==> config.mk <==
export PLATFORM = sky130hd
export DESIGN_NAME = palette_loader_flat
export DESIGN_NICKNAME = d
export VERILOG_FILES = /design/src/rtl/nes_video_pkg.sv /design/src/rtl/palette_loader_if.sv /design/src/rtl/pal_wr_fifo.sv /design/src/rtl/palette_loader.sv /design/src/flat_wrapper.sv
export SDC_FILE = /design/constraint.sdc
export NUM_CORES = 1
export LEC_CHECK = 0
export BUFFER_PORTS_ARGS = -buffer_cell sky130_fd_sc_hd__buf_2
export CAP_MARGIN = 25
export CORE_MARGIN = 3
export CORE_UTILIZATION = 55
export DETAILED_ROUTE_END_ITERATION = 8
export PLACE_DENSITY = 0.73
export SYNTH_ARGS = -nofsm -noshare
export SYNTH_HDL_FRONTEND = slang
export SYNTH_SLANG_ARGS = --single-unit
==> constraint.sdc <==
create_clock -name clk -period 7.4 [get_ports clk]
set_input_delay 1.11 -clock clk [delete_from_list [all_inputs] [get_ports clk]]
set_output_delay 1.11 -clock clk [all_outputs]
set_load 0.03 [all_outputs]
==> src/rtl/nes_video_pkg.sv <==
// Shared video-block types for the palette loading path.
// Entry layout and palette geometry live here so both sides agree.
package nes_video_pkg;

    localparam int PAL_ENTRIES = 64;
    localparam int PAL_BYTES   = 192;

    typedef struct packed {
        logic [5:0]  index;
        logic [23:0] rgb;
    } pal_entry_t;

    typedef enum logic {
        IDLE,
        WRITE
    } drain_state_e;

endpackage

==> src/rtl/palette_loader_if.sv <==
// Download stream, video timing and palette write port of the loader.
// master drives the download/timing side, slave is the loader itself.
interface palette_loader_if;

    logic        dl_start;
    logic        dl_wr;
    logic [7:0]  dl_data;
    logic        dl_wait;
    logic        hblank;
    logic        vblank;
    logic        video_reset;
    logic        load_color;
    logic [5:0]  load_color_index;
    logic [23:0] load_color_data;
    logic        done;

    modport master (
        output dl_start, dl_wr, dl_data,
        output hblank, vblank, video_reset,
        input  dl_wait, load_color,
        input  load_color_index, load_color_data, done
    );

    modport slave (
        input  dl_start, dl_wr, dl_data,
        input  hblank, vblank, video_reset,
        output dl_wait, load_color,
        output load_color_index, load_color_data, done
    );

endinterface

==> src/rtl/pal_wr_fifo.sv <==
// Pending palette-entry queue with registered full/empty flags.
// Flush discards everything queued in a single cycle.
module pal_wr_fifo
    import nes_video_pkg::*;
#(
    parameter int DEPTH = 4
) (
    input  logic       clk,
    input  logic       reset,
    input  logic       flush_i,
    input  logic       push_i,
    input  pal_entry_t din_i,
    input  logic       pop_i,
    output pal_entry_t dout_o,
    output logic       full_o,
    output logic       empty_o
);

    localparam int AW = $clog2(DEPTH);

    pal_entry_t    mem_q [DEPTH];
    logic [AW-1:0] wr_q;
    logic [AW-1:0] rd_q;
    logic [AW:0]   cnt_q;
    logic [AW:0]   cnt_d;
    logic          full_q;
    logic          empty_q;
    logic          push_ok;
    logic          pop_ok;

    assign push_ok = push_i & ~full_q;
    assign pop_ok  = pop_i & ~empty_q;
    assign cnt_d   = cnt_q + (AW+1)'(push_ok) - (AW+1)'(pop_ok);

    always_ff @(posedge clk) begin
        if (reset || flush_i) begin
            wr_q    <= '0;
            rd_q    <= '0;
            cnt_q   <= '0;
            full_q  <= 1'b0;
            empty_q <= 1'b1;
        end else begin
            if (push_ok) wr_q <= wr_q + AW'(1);
            if (pop_ok)  rd_q <= rd_q + AW'(1);
            cnt_q   <= cnt_d;
            full_q  <= (cnt_d == (AW+1)'(DEPTH));
            empty_q <= (cnt_d == '0);
        end
    end

    always_ff @(posedge clk) begin
        if (push_ok) mem_q[wr_q] <= din_i;
    end

    assign dout_o  = mem_q[rd_q];
    assign full_o  = full_q;
    assign empty_o = empty_q;

endmodule

==> src/rtl/palette_loader.sv <==
// Assembles R,G,B download bytes into palette entries and writes them
// into the video palette only while the palette is not being read.
module palette_loader
    import nes_video_pkg::*;
#(
    parameter int FIFO_DEPTH = 4
) (
    input  logic             clk,
    input  logic             reset,
    palette_loader_if.slave  bus
);

    drain_state_e state_q, state_d;
    logic [1:0]   phase_q, phase_d;
    logic [7:0]   r_q, r_d;
    logic [7:0]   g_q, g_d;
    logic [6:0]   idx_q, idx_d;
    logic [6:0]   written_q, written_d;
    logic [5:0]   lc_idx_q, lc_idx_d;
    logic [23:0]  lc_data_q, lc_data_d;

    logic       clr;
    logic       win;
    logic       acc;
    logic       push;
    logic       take;
    logic       fifo_push;
    logic       fifo_pop;
    logic       fifo_full;
    logic       fifo_empty;
    logic [1:0] ph;
    logic [6:0] ix;
    pal_entry_t new_entry;
    pal_entry_t head;
    pal_entry_t out_entry;

    assign clr = reset | bus.dl_start;
    assign win = bus.hblank | bus.vblank | bus.video_reset;
    assign acc = bus.dl_wr & ~bus.dl_wait & ~reset;

    // A download restart behaves as if phase/index were already cleared,
    // so a byte arriving with dl_start lands as R of entry 0.
    assign ph = clr ? 2'd0 : phase_q;
    assign ix = clr ? 7'd0 : idx_q;

    assign new_entry = '{index: ix[5:0], rgb: {r_q, g_q, bus.dl_data}};

    always_comb begin
        phase_d   = ph;
        idx_d     = ix;
        r_d       = r_q;
        g_d       = g_q;
        push      = 1'b0;
        if (acc && ix != 7'(PAL_ENTRIES)) begin
            unique case (ph)
                2'd0: begin
                    r_d     = bus.dl_data;
                    phase_d = 2'd1;
                end
                2'd1: begin
                    g_d     = bus.dl_data;
                    phase_d = 2'd2;
                end
                default: begin
                    push    = 1'b1;
                    phase_d = 2'd0;
                    idx_d   = ix + 7'd1;
                end
            endcase
        end
    end

    // An entry completing into an empty queue bypasses it, giving
    // one-cycle latency from the B byte to the palette write.
    always_comb begin
        take      = win & ~clr & (~fifo_empty | push);
        fifo_push = push & ~(take & fifo_empty);
        fifo_pop  = take & ~fifo_empty;
        out_entry = fifo_empty ? new_entry : head;
        state_d   = take ? WRITE : IDLE;
        lc_idx_d  = take ? out_entry.index : lc_idx_q;
        lc_data_d = take ? out_entry.rgb : lc_data_q;
        written_d = written_q;
        if (clr) begin
            written_d = 7'd0;
        end else if (bus.load_color && written_q != 7'(PAL_ENTRIES)) begin
            written_d = written_q + 7'd1;
        end
    end

    pal_wr_fifo #(
        .DEPTH (FIFO_DEPTH)
    ) u_fifo (
        .clk     (clk),
        .reset   (reset),
        .flush_i (bus.dl_start),
        .push_i  (fifo_push),
        .din_i   (new_entry),
        .pop_i   (fifo_pop),
        .dout_o  (head),
        .full_o  (fifo_full),
        .empty_o (fifo_empty)
    );

    always_ff @(posedge clk) begin
        if (reset) begin
            state_q   <= IDLE;
            phase_q   <= '0;
            r_q       <= '0;
            g_q       <= '0;
            idx_q     <= '0;
            written_q <= '0;
            lc_idx_q  <= '0;
            lc_data_q <= '0;
        end else begin
            state_q   <= state_d;
            phase_q   <= phase_d;
            r_q       <= r_d;
            g_q       <= g_d;
            idx_q     <= idx_d;
            written_q <= written_d;
            lc_idx_q  <= lc_idx_d;
            lc_data_q <= lc_data_d;
        end
    end

    // Once all entries are in, surplus bytes are swallowed without stalling.
    assign bus.dl_wait          = fifo_full & (idx_q != 7'(PAL_ENTRIES));
    assign bus.load_color       = (state_q == WRITE) & ~bus.dl_start;
    assign bus.load_color_index = lc_idx_q;
    assign bus.load_color_data  = lc_data_q;
    assign bus.done             = (written_q == 7'(PAL_ENTRIES));

endmodule
==> src/flat_wrapper.sv <==
// flat-port wrapper written by rule: the top's interface ports become plain ports
module palette_loader_flat import nes_video_pkg::*;
#(
    parameter int FIFO_DEPTH = 4
)
  (clk, reset, bus_dl_start, bus_dl_wr, bus_dl_data, bus_hblank, bus_vblank, bus_video_reset, bus_dl_wait, bus_load_color, bus_load_color_index, bus_load_color_data, bus_done);
  palette_loader_if bus_i ();
  input  logic clk;
  input  logic reset;
  input wire logic [$bits(bus_i.dl_start)-1:0] bus_dl_start;
  input wire logic [$bits(bus_i.dl_wr)-1:0] bus_dl_wr;
  input wire logic [$bits(bus_i.dl_data)-1:0] bus_dl_data;
  input wire logic [$bits(bus_i.hblank)-1:0] bus_hblank;
  input wire logic [$bits(bus_i.vblank)-1:0] bus_vblank;
  input wire logic [$bits(bus_i.video_reset)-1:0] bus_video_reset;
  output wire logic [$bits(bus_i.dl_wait)-1:0] bus_dl_wait;
  output wire logic [$bits(bus_i.load_color)-1:0] bus_load_color;
  output wire logic [$bits(bus_i.load_color_index)-1:0] bus_load_color_index;
  output wire logic [$bits(bus_i.load_color_data)-1:0] bus_load_color_data;
  output wire logic [$bits(bus_i.done)-1:0] bus_done;
  assign bus_i.dl_start = bus_dl_start;
  assign bus_i.dl_wr = bus_dl_wr;
  assign bus_i.dl_data = bus_dl_data;
  assign bus_i.hblank = bus_hblank;
  assign bus_i.vblank = bus_vblank;
  assign bus_i.video_reset = bus_video_reset;
  assign bus_dl_wait = bus_i.dl_wait;
  assign bus_load_color = bus_i.load_color;
  assign bus_load_color_index = bus_i.load_color_index;
  assign bus_load_color_data = bus_i.load_color_data;
  assign bus_done = bus_i.done;
  palette_loader #(.FIFO_DEPTH(FIFO_DEPTH)) u_core (.clk(clk), .reset(reset), .bus(bus_i));
endmodule
# Word-level counts from Yosys, hierarchy flattened
# Memory sizes are Yosys's and may differ from the RTL's. A register that Yosys moved wholly into a read port is not among the register bits.
# Index checks and enable logic that the tools add are counted.
# classes
add_sub_neg,6
n_eq_ne,6
n_mux,14
n_bitwise,22
n_reduce_logical,9
# op_table
cell,n
30-bit two-way mux,1
7-bit two-way mux,3
"7-bit inequality test, second input constant",3
"7-bit by 1-bit adder with 7-bit output, second input constant",2
1-bit AND,11
2-bit two-way mux,4
"7-bit == test, second input constant",1
1-bit NOT,7
1-bit two-way mux,5
"2-bit by 1-bit adder with 2-bit output, second input constant",2
1-bit OR,4
2-bit one-hot mux with 2 select lines,1
2-bit AND reduction,2
2-bit OR reduction,2
3-bit by 1-bit adder with 3-bit output,1
"3-bit == test, second input constant",1
3-bit zero test,1
3-bit by 1-bit subtractor with 3-bit output,1
"2-bit by 1-bit == test with 1-bit output, second input constant",1
1-bit logical AND,2
2-bit zero test,1
1-bit logical OR,1
# word_totals
ff_bits,72
ram_bits,120
inputBits,15
output_inout_bits,33
wordCells,71
mem_count,1
# memory_table
name,words,width,rd,rd_clocked_by_memory_dff,write_ports,line,rtl
u_core.u_fifo.mem_q,4,30,1,1,1,pal_wr_fifo.sv:21,pal_entry_t mem_q [DEPTH];

# Longest topological paths before layout
# Gate-level depths: netlist (run 1).
# logic_depth
word_depth,16
ltp_mapped,17
depth_no_buf,15

# Cells and area by module
# From an unflattened synthesis (run 1), not the netlist that was laid out.
# unflattened
hier_cells,506
hier_area_um2,7836.3
# modules_own_cells
module,instances,cells_each,area_each_um2,seq_area_each_um2
pal_wr_fifo,1,207,4830.9,3823.7
palette_loader,1,299,3005.4,1261.2

# Worst setup path before layout (run 1)
# Ideal clock, no wire load.
# synth_timing
path_kind,input-to-reg
from,in reset
to,"reg u_core.u_fifo.full_q, in the netlist u_core.u_fifo.full_o"
setup_ns,0.092
t_arrival_ns,4.281
t_required_ns,7.308
setup_slack_ns,3.027
path_stages,15
n_path_buf,2
cell_sequence,buf_2 nor2_1 clkbuf_1 and2_1 inv_1 ha_1 nor4b_1 a311o_2 nor3_2 inv_1 ha_1 inv_1 ha_1 fa_1 nor4_1
# synth_via
word_cells_on_any_way,26
classes_between,add/sub (2); eq/ne (3); mux (4); bitwise (13); reduce/logical (4)
# synth_rtl
item,line,rtl
"start, declared",flat_wrapper.sv:9,input logic reset;
1-bit OR (*),palette_loader.sv:37,assign clr = reset | bus.dl_start;
7-bit two-way mux (*),palette_loader.sv:44,assign ix = clr ? 7'd0 : idx_q;
net u_core.ix[1],palette_loader.sv:32,logic [6:0] ix;
7-bit inequality test (*),palette_loader.sv:54,if (acc && ix != 7'(PAL_ENTRIES)) begin
1-bit logical AND (*),palette_loader.sv:54,
1-bit two-way mux (*),palette_loader.sv:54,
1-bit OR,palette_loader.sv:76,take = win & ~clr & (~fifo_empty | push);
1-bit AND,palette_loader.sv:76,
1-bit AND,palette_loader.sv:77,fifo_push = push & ~(take & fifo_empty);
1-bit NOT,palette_loader.sv:77,
1-bit AND,palette_loader.sv:77,
1-bit AND,pal_wr_fifo.sv:31,assign push_ok = push_i & ~full_q;
3-bit by 1-bit adder with 3-bit output,pal_wr_fifo.sv:33,assign cnt_d = cnt_q + (AW+1)'(push_ok) - (AW+1)'(pop_ok);
3-bit by 1-bit subtractor with 3-bit output (*),pal_wr_fifo.sv:33,
net u_core.u_fifo.cnt_d[1],pal_wr_fifo.sv:25,logic [AW:0] cnt_d;
3-bit == test (*),pal_wr_fifo.sv:46,full_q <= (cnt_d == (AW+1)'(DEPTH));
"end signal, assigned",pal_wr_fifo.sv:46,
"end, declared",pal_wr_fifo.sv:26,logic full_q;
# The timed path passes the listed nets; every way through them passes the cells marked *.
# A chain may end at the register's enable or synchronous reset.

# Worst setup path in the final report (run 1)
# Same ends and word-level chain as after synthesis.

==> out/metrics.cfg, run 1 <==
[run_status]
status = completed

[global_route]
first_global_vias = 4279
track_usage_pct = 20.72
antenna_found_initial = 0
grt.overflow.total = 0
grt_pass1_wl_um = 22990
grt_start_max_net_pins = 34

[floorplan]
die_area_um2 = 14950
core-area_um2 = 12930
fp.dieH_um = 122.3
core.rowCount = 41
start_util_pct = 57.50
io_pins = 48
die_w_um = 122.3

[route]
vias = 4153
avgViaCountPerCell = 5.673
route.detailed.drc = 0
ant_nets = 0
first_pass_iters = 4
routedWlPerCell_um = 19.70
drt_iter0_markers = 308
wl_um = 14420

[cts]
post-cts-setup-buffers = 0
clk_pin_slew_ns = 0.06
clock_latency_ns = 0.42
htreeDepth = 4
cts_sinks = 194
hold_buffers = 0
cts_root_buffer = clkbuf_16
clockBufferDepth = 2
cts_made_buffers = 17
ctsResizeCount = 0
cts_tree = built

[worst_setup_path]
timing.rr.start = u_core.idx_q[1]
critPathBufInv = 4
criticalPathCategory = primary input to flop
critPathSlowestCell = nor2_1
required_ns = 7.73
reg2reg_to = u_core.u_fifo.full_o
reg2reg_slack_ns = 4.10
crit_path_cell_trace = buf_2, nor2_1, and2_1, inv_1, ha_1, nor4b_1, a311o_2, nor3_2, inv_1, ha_1, inv_1, ha_1, fa_1, nor4_1
crit_arrival_ns = 4.94
crit_start = reset
r2r_cells = 12
startpoint_type = primary input
cp-end-kind = flop
cp_slowest_stage_delay_ns = 0.60
cp_top_family = simple AND/OR/NAND/NOR gates
worstPathMaxFanout = 27

[logic_synthesis]
synth_top_family_by_area = multiplexers
synthXorXnorAreaFrac_pct = 1.767
yosys_warnings = 0
synth_fa_ha_area_share_pct = 1.953
synth.largest_area_cell = edfxtp_1
synth-seq-area-share_pct = 68.41
syn-num-nets = 523
yosys.area_share.simple_pct = 6.800
ys_async_sr_fraction_pct = 0
syn_area_per_cell_um2 = 14.96
synthCells = 497
synth_top_area_share_pct = 48.48
ys_top_cells_by_area = edfxtp_1 (48%), dfxtp_1 (20%), mux4_2 (9.1%)
synth-edff-count = 120
synthMuxAreaShare_pct = 11.38
synth.distinct_cells = 46
synth_compound_area_share_pct = 6.447
synth_ff_type = edfxtp_1
netlist_area_um2 = 7433
synth_seq_cells = 194

[worst_hold_path]
min_to = u_core.bus.load_color_data[6]
hold-path-cell-count = 2
min_from = u_core.bus.load_color_data[6]
hp-class = flop to flop

[power_and_ir_drop]
switching_share_pct = 18.95
p_seq_share_pct = 54.8
p_per_area_nw_per_um2 = 247.9
p_clk_share_pct = 43.9
comb_power_share_pct = 1.3
power.internal_mw = 1.698
ir_worst_vdd_mv = 0.1642
total_power_mw = 2.096
p_leak_nw = 2.948
switching_power_mw = 0.3972

[timing]
finalHoldViolCount = 0
slew_headroom_pct = 45.05
tightest_slew_ns = 0.8243
max_freq_mhz = 216.9
fin_tns_setup_ns = 0
finalSetupViolations = 0
period_minus_slack_ns = 4.611
fin_skew_ns = 0.008741
drv_slew = 0
finalCritPeriodShare_pct = 62.31
grt_setup_unrepaired = no

[cells_and_area]
diodes = 0
fin_area_um2 = 8452
drive_above_1_share_pct = 22.50
nets = 573
syn2layout_area_growth_pct = 13.70

[placement]
hpwlAfterDp_um = 8626
place_area_um2 = 7854
portBuffers = 47
place.gp.congestion = 0.8238

[flow_run]
drv_cap = 0

-- worst max path at each step --
stage                      endpoint  slack, ns  depth (start not counted)
6_report       u_core.u_fifo.full_o       2.79                         14
5_1_grt        u_core.u_fifo.full_o       2.43                         14
4_1_cts        u_core.u_fifo.full_o       2.76                         14
3_5_place_dp   u_core.u_fifo.full_o       2.33                         14
3_3_place_gp   u_core.u_fifo.full_o       2.54                         14
2_1_floorplan  u_core.u_fifo.full_o       3.03                         15
-- cells by family (layout without fill, tap and decap cells) --
kind of cell,Yosys count,count (layout)
adders and majority gates,11,11
buffers and inverters,60,123
DFF,194,194
xor gates and xnor gates,15,15
AOI/OAI and AO/OA,74,74
muxes,47,47
and+or+nand+nor,96,96
-- worst reg2reg max path, stage by stage, from the launching register on --
cell and delay, ns:
dfxtp_1 0.35, and2_1 0.24, inv_1 0.08, ha_1 0.17, nor4b_1 0.15, a311o_2 0.47
nor3_2 0.40, inv_1 0.09, ha_1 0.28, inv_1 0.04, ha_1 0.17, fa_1 0.48
nor4_1 0.29
-- state kept, by name (all words and copies together), names as in the netlist, 2 cells and up, named ones only --
register / count
u_core.u_fifo.wr_q: 2
u_core.bus.load_color_data: 24
u_core.u_fifo.rd_q: 2
u_core.u_fifo.mem_q: 120
u_core.g_q: 8
u_core.bus.load_color_index: 6
u_core.phase_q: 2
u_core.u_fifo.cnt_q: 3
u_core.written_q: 7
u_core.idx_q: 7
u_core.r_q: 8
-- layout make-up --
class | instances | area (um^2)
timing repair buffer | 54 | 300.3
fill | 941 | 4476
inverter | 37 | 138.9
tap | 172 | 215.2
sequential | 194 | 5086
clock buffer | 21 | 460.4
clock inverter | 11 | 137.6
multi-input combinational | 243 | 2113
-- synthesized netlist by cell type (2+ instances only) --
cell / number
mux4_2: 30
or2_2: 2
ha_1: 10
a31oi_1: 6
inv_1: 37
clkbuf_1: 15
xor2_1: 4
buf_1: 2
or3_1: 2
nor2_1: 37
o21ai_0: 29
nor4_1: 2
buf_2: 4
edfxtp_1: 120
a22oi_1: 29
xnor2_1: 11
nand3_1: 11
nand4_1: 4
nor2b_1: 3
and2_1: 11
dfxtp_1: 74
a21oi_1: 3
nand2_1: 11
mux2i_1: 17
nor4b_1: 2
-- layout by cell type, fill, tap and decap left out, types with 2 or more instances in the layout --
cell type   netlist  final
a21oi_1           3      3
a22oi_1          29     29
a31oi_1           6      6
and2_1           11     10
buf_2             4     47
buf_4             1      6
bufinv_16         0      3
clkbuf_1         15      2
clkbuf_16         0     17
clkbuf_8          0      2
clkinv_2          0      5
clkinvlp_4        0      3
dfxtp_1          74     73
edfxtp_1        120    120
ha_1             10     10
inv_1            37     37
mux2i_1          17     17
mux4_2           30     30
nand2_1          11     11
nand3_1          11     11
nand4_1           4      4
nor2_1           37     37
nor2b_1           3      3
nor4_1            2      2
nor4b_1           2      2
o21ai_0          29     29
or2_2             2      2
or3_1             2      2
xnor2_1          11     11
xor2_1            4      4
-- power by group through the flow --
stage | Clock [mW] | Sequential (mW) | Combinational, mW
after floorplan | 0 | 1.17 | 0.0146
after global placement | 0 | 1.17 | 0.0259
after detailed placement | 0 | 1.17 | 0.0272
after CTS | 0.928 | 1.15 | 0.0276
after global routing | 0.977 | 1.15 | 0.0299
final | 0.920 | 1.15 | 0.0271
-- metrics by stage --
step	setup WS, ns	std cells	utilization, %	hold WS [ns]
floorplan	3.027	497	-	0.4610
global placement	2.541	699	60.60	0.4391
detailed placement	2.330	700	60.75	0.4484
CTS	2.765	732	65.38	0.4597
global route	2.425	732	65.38	0.4823
finish	2.789	732	65.38	0.4541
-- routing by layer --
| layer | wire, um | GRT usage [%] |
|---|---|---|
| met1 | 6449 | 28.28 |
| met2 | 7123 | 33.39 |
| met5 | 0 | 0 |
| met4 | 237 | 8.328 |
| met3 | 614 | 3.733 |
No activity file was read; power rests on OpenSTA's default activity.
==> run 2, diff against run 1 <==
==> constraint.sdc (replaced) <==
create_clock -name clk -period 4.77 [get_ports clk]
set_input_delay 0.7155 -clock clk [delete_from_list [all_inputs] [get_ports clk]]
set_output_delay 0.7155 -clock clk [all_outputs]
set_load 0.03 [all_outputs]
==> run 2 against run 1 <==
  * Clock skew decreased by 0.0043 ns
  * Critical path depth unchanged
  * Count of clock-buffer cells in the layout decreased by 3
  * Combinational power increased by 56%
  * Global-route usage decreased by 0.089 points
  * Critical path type unchanged
==> out/metrics.cfg, run 2 (same netlist as run 1, synthesis figures left out) <==
[run_status]
status = completed

[timing]
grt_setup_unrepaired = no
finalCritPeriodShare_pct = 79.82
slew_headroom_pct = 45.66  ; +0.61 points
max_freq_mhz = 262.6
drv_slew = 0  ; unchanged
worst_slack_ns = 0.9624  ; -1.827 ns
fin_skew_ns = 0.004480  ; -0.004261 ns
tightest_slew_ns = 0.8152  ; -0.009126 ns
whs_ns = 0.4660  ; +0.01195 ns
finalHoldViolCount = 0  ; unchanged
finalSetupViolations = 0  ; unchanged
fin_tns_setup_ns = 0  ; unchanged
period_minus_slack_ns = 3.808

[floorplan]
fp.dieH_um = 122.3  ; unchanged
die_w_um = 122.3  ; unchanged
core.rowCount = 41  ; unchanged
io_pins = 48  ; unchanged
die_area_um2 = 14950  ; unchanged
start_util_pct = 57.50  ; unchanged
core-area_um2 = 12930  ; unchanged

[route]
avgViaCountPerCell = 5.731  ; +1.0%
drt_iter0_markers = 432  ; +40%
vias = 4201  ; +1.2%
ant_nets = 0  ; unchanged
wl_um = 14210  ; -1.5%
first_pass_iters = 5  ; +1
route.detailed.drc = 0  ; unchanged
routedWlPerCell_um = 19.38  ; -1.6%

[global_route]
antenna_found_initial = 0  ; unchanged
grt.overflow.total = 0  ; unchanged
grt_pass1_wl_um = 23000  ; about the same
first_global_vias = 4320  ; +0.96%
track_usage_pct = 20.64  ; -0.089 points
grt_start_max_net_pins = 33  ; -2.9%

[worst_setup_path]
criticalPathCategory = primary input to flop
cp-end-kind = flop
critPathBufInv = 4  ; unchanged
crit_path_cell_trace = buf_2, nor2_1, and2_1, inv_1, ha_1, nor4b_1, a311o_2, nor3_2, inv_1, ha_1, inv_1, ha_1, fa_1, nor4_1
cp_slowest_stage_delay_ns = 0.48  ; -0.12 ns
worstPathMaxFanout = 27  ; unchanged
crit_arrival_ns = 4.14  ; -0.80 ns
cp_top_family = simple AND/OR/NAND/NOR gates
critPathSlowestCell = a311o_2
startpoint_type = primary input
required_ns = 5.11  ; -2.62 ns

[cts]
ctsResizeCount = 0  ; unchanged
clockBufferDepth = 2  ; unchanged
post-cts-setup-buffers = 0  ; unchanged
cts_sinks = 194  ; unchanged
cts_tree = built
hold_buffers = 0  ; unchanged
htreeDepth = 4  ; unchanged
clk_pin_slew_ns = 0.06  ; about the same
cts_root_buffer = clkbuf_16
clock_latency_ns = 0.43  ; about the same
cts_made_buffers = 17  ; unchanged

[power_and_ir_drop]
p_per_area_nw_per_um2 = 378.6  ; +53%
total_power_mw = 3.186  ; +52%
p_leak_nw = 2.935  ; -0.43%
ir_worst_vdd_mv = 0.2577  ; +57%

[cells_and_area]
final_cell_mix = edfxtp_1 (120), dfxtp_1 (72), buf_2 (47), inv_1 (37), nor2_1 (37)
diodes = 0  ; unchanged
drive_above_1_share_pct = 22.64  ; +0.14 points
layout_commonest_cell = edfxtp_1
largest_reg_flops = 120  ; unchanged
nets = 574  ; +0.17%
top_register = u_core.u_fifo.mem_q
fillCellCount = 953  ; +1.3%
final_cells = 733  ; +0.14%
syn2layout_area_growth_pct = 13.21

[placement]
hpwlAfterDp_um = 8442  ; -2.1%
portBuffers = 47  ; unchanged
place_inst = 701  ; +0.14%
place.gp.congestion = 0.8097  ; -1.7%
pre_cts_ws_ns = 0.5148  ; -1.815 ns

[worst_hold_path]
hp-class = flop to flop

[flow_run]
drv_cap = 0  ; unchanged

-- run 2: power breakdown --
part / internal, mW / switching (mW) / total [mW]
registers: 1.77 / 0.00726 / 1.78
logic: 0.0132 / 0.0292 / 0.0424
clock network: 0.768 / 0.594 / 1.36
total: 2.56 / 0.631 / 3.19
-- run 2: stage by stage --
| stage | area, um^2 | util [%] |
|---|---|---|
| after floorplan | 7433 | - |
| after global placement | 7849 | 60.71 |
| after detailed placement | 7849 | 60.71 |
| after CTS | 8416 | 65.10 |
| after global routing | 8416 | 65.10 |
| final | 8416 | 65.10 |
-- run 2: layer usage --
layer | wire [um] | vias to the layer above | global-route usage [%]
li1 | - | 1958 | -
met1 | 6078 | 2094 | 27.17
met2 | 7098 | 128 | 33.53
met3 | 742 | 21 | 4.700
met4 | 289 | 0 | 8.397
met5 | 0 | - | 0
-- run 2: worst min-delay path: cells and delay by family (launching register included) --
kind                   cells  cell delay (ns)
buffers and inverters      1             0.04
flip-flops                 1             0.31
AO/OA/AOI/OAI              1             0.07
-- run 2: layout make-up --
class	count	area [um^2]	share of cell area (%)
clock buffer	18	429.2	5.100
tap	172	215.2	2.557
multi-input combinational	243	2112	25.10
inverter	37	138.9	1.650
timing repair buffer	55	295.3	3.509
clock inverter	14	137.6	1.635
sequential	194	5087	60.45
-- run 2: final timing paths --
| path | from | end | slack, ns | depth (start not counted) |
|---|---|---|---|---|
| min | u_core.bus.load_color_data[13] | u_core.bus.load_color_data[13] | 0.47 | 2 |
| min reg2reg | u_core.bus.load_color_data[13] | u_core.bus.load_color_data[13] | 0.47 | 2 |
| max reg2reg | u_core.idx_q[1] | u_core.u_fifo.full_o | 1.40 | 12 |
| max | reset | u_core.u_fifo.full_o | 0.96 | 14 |
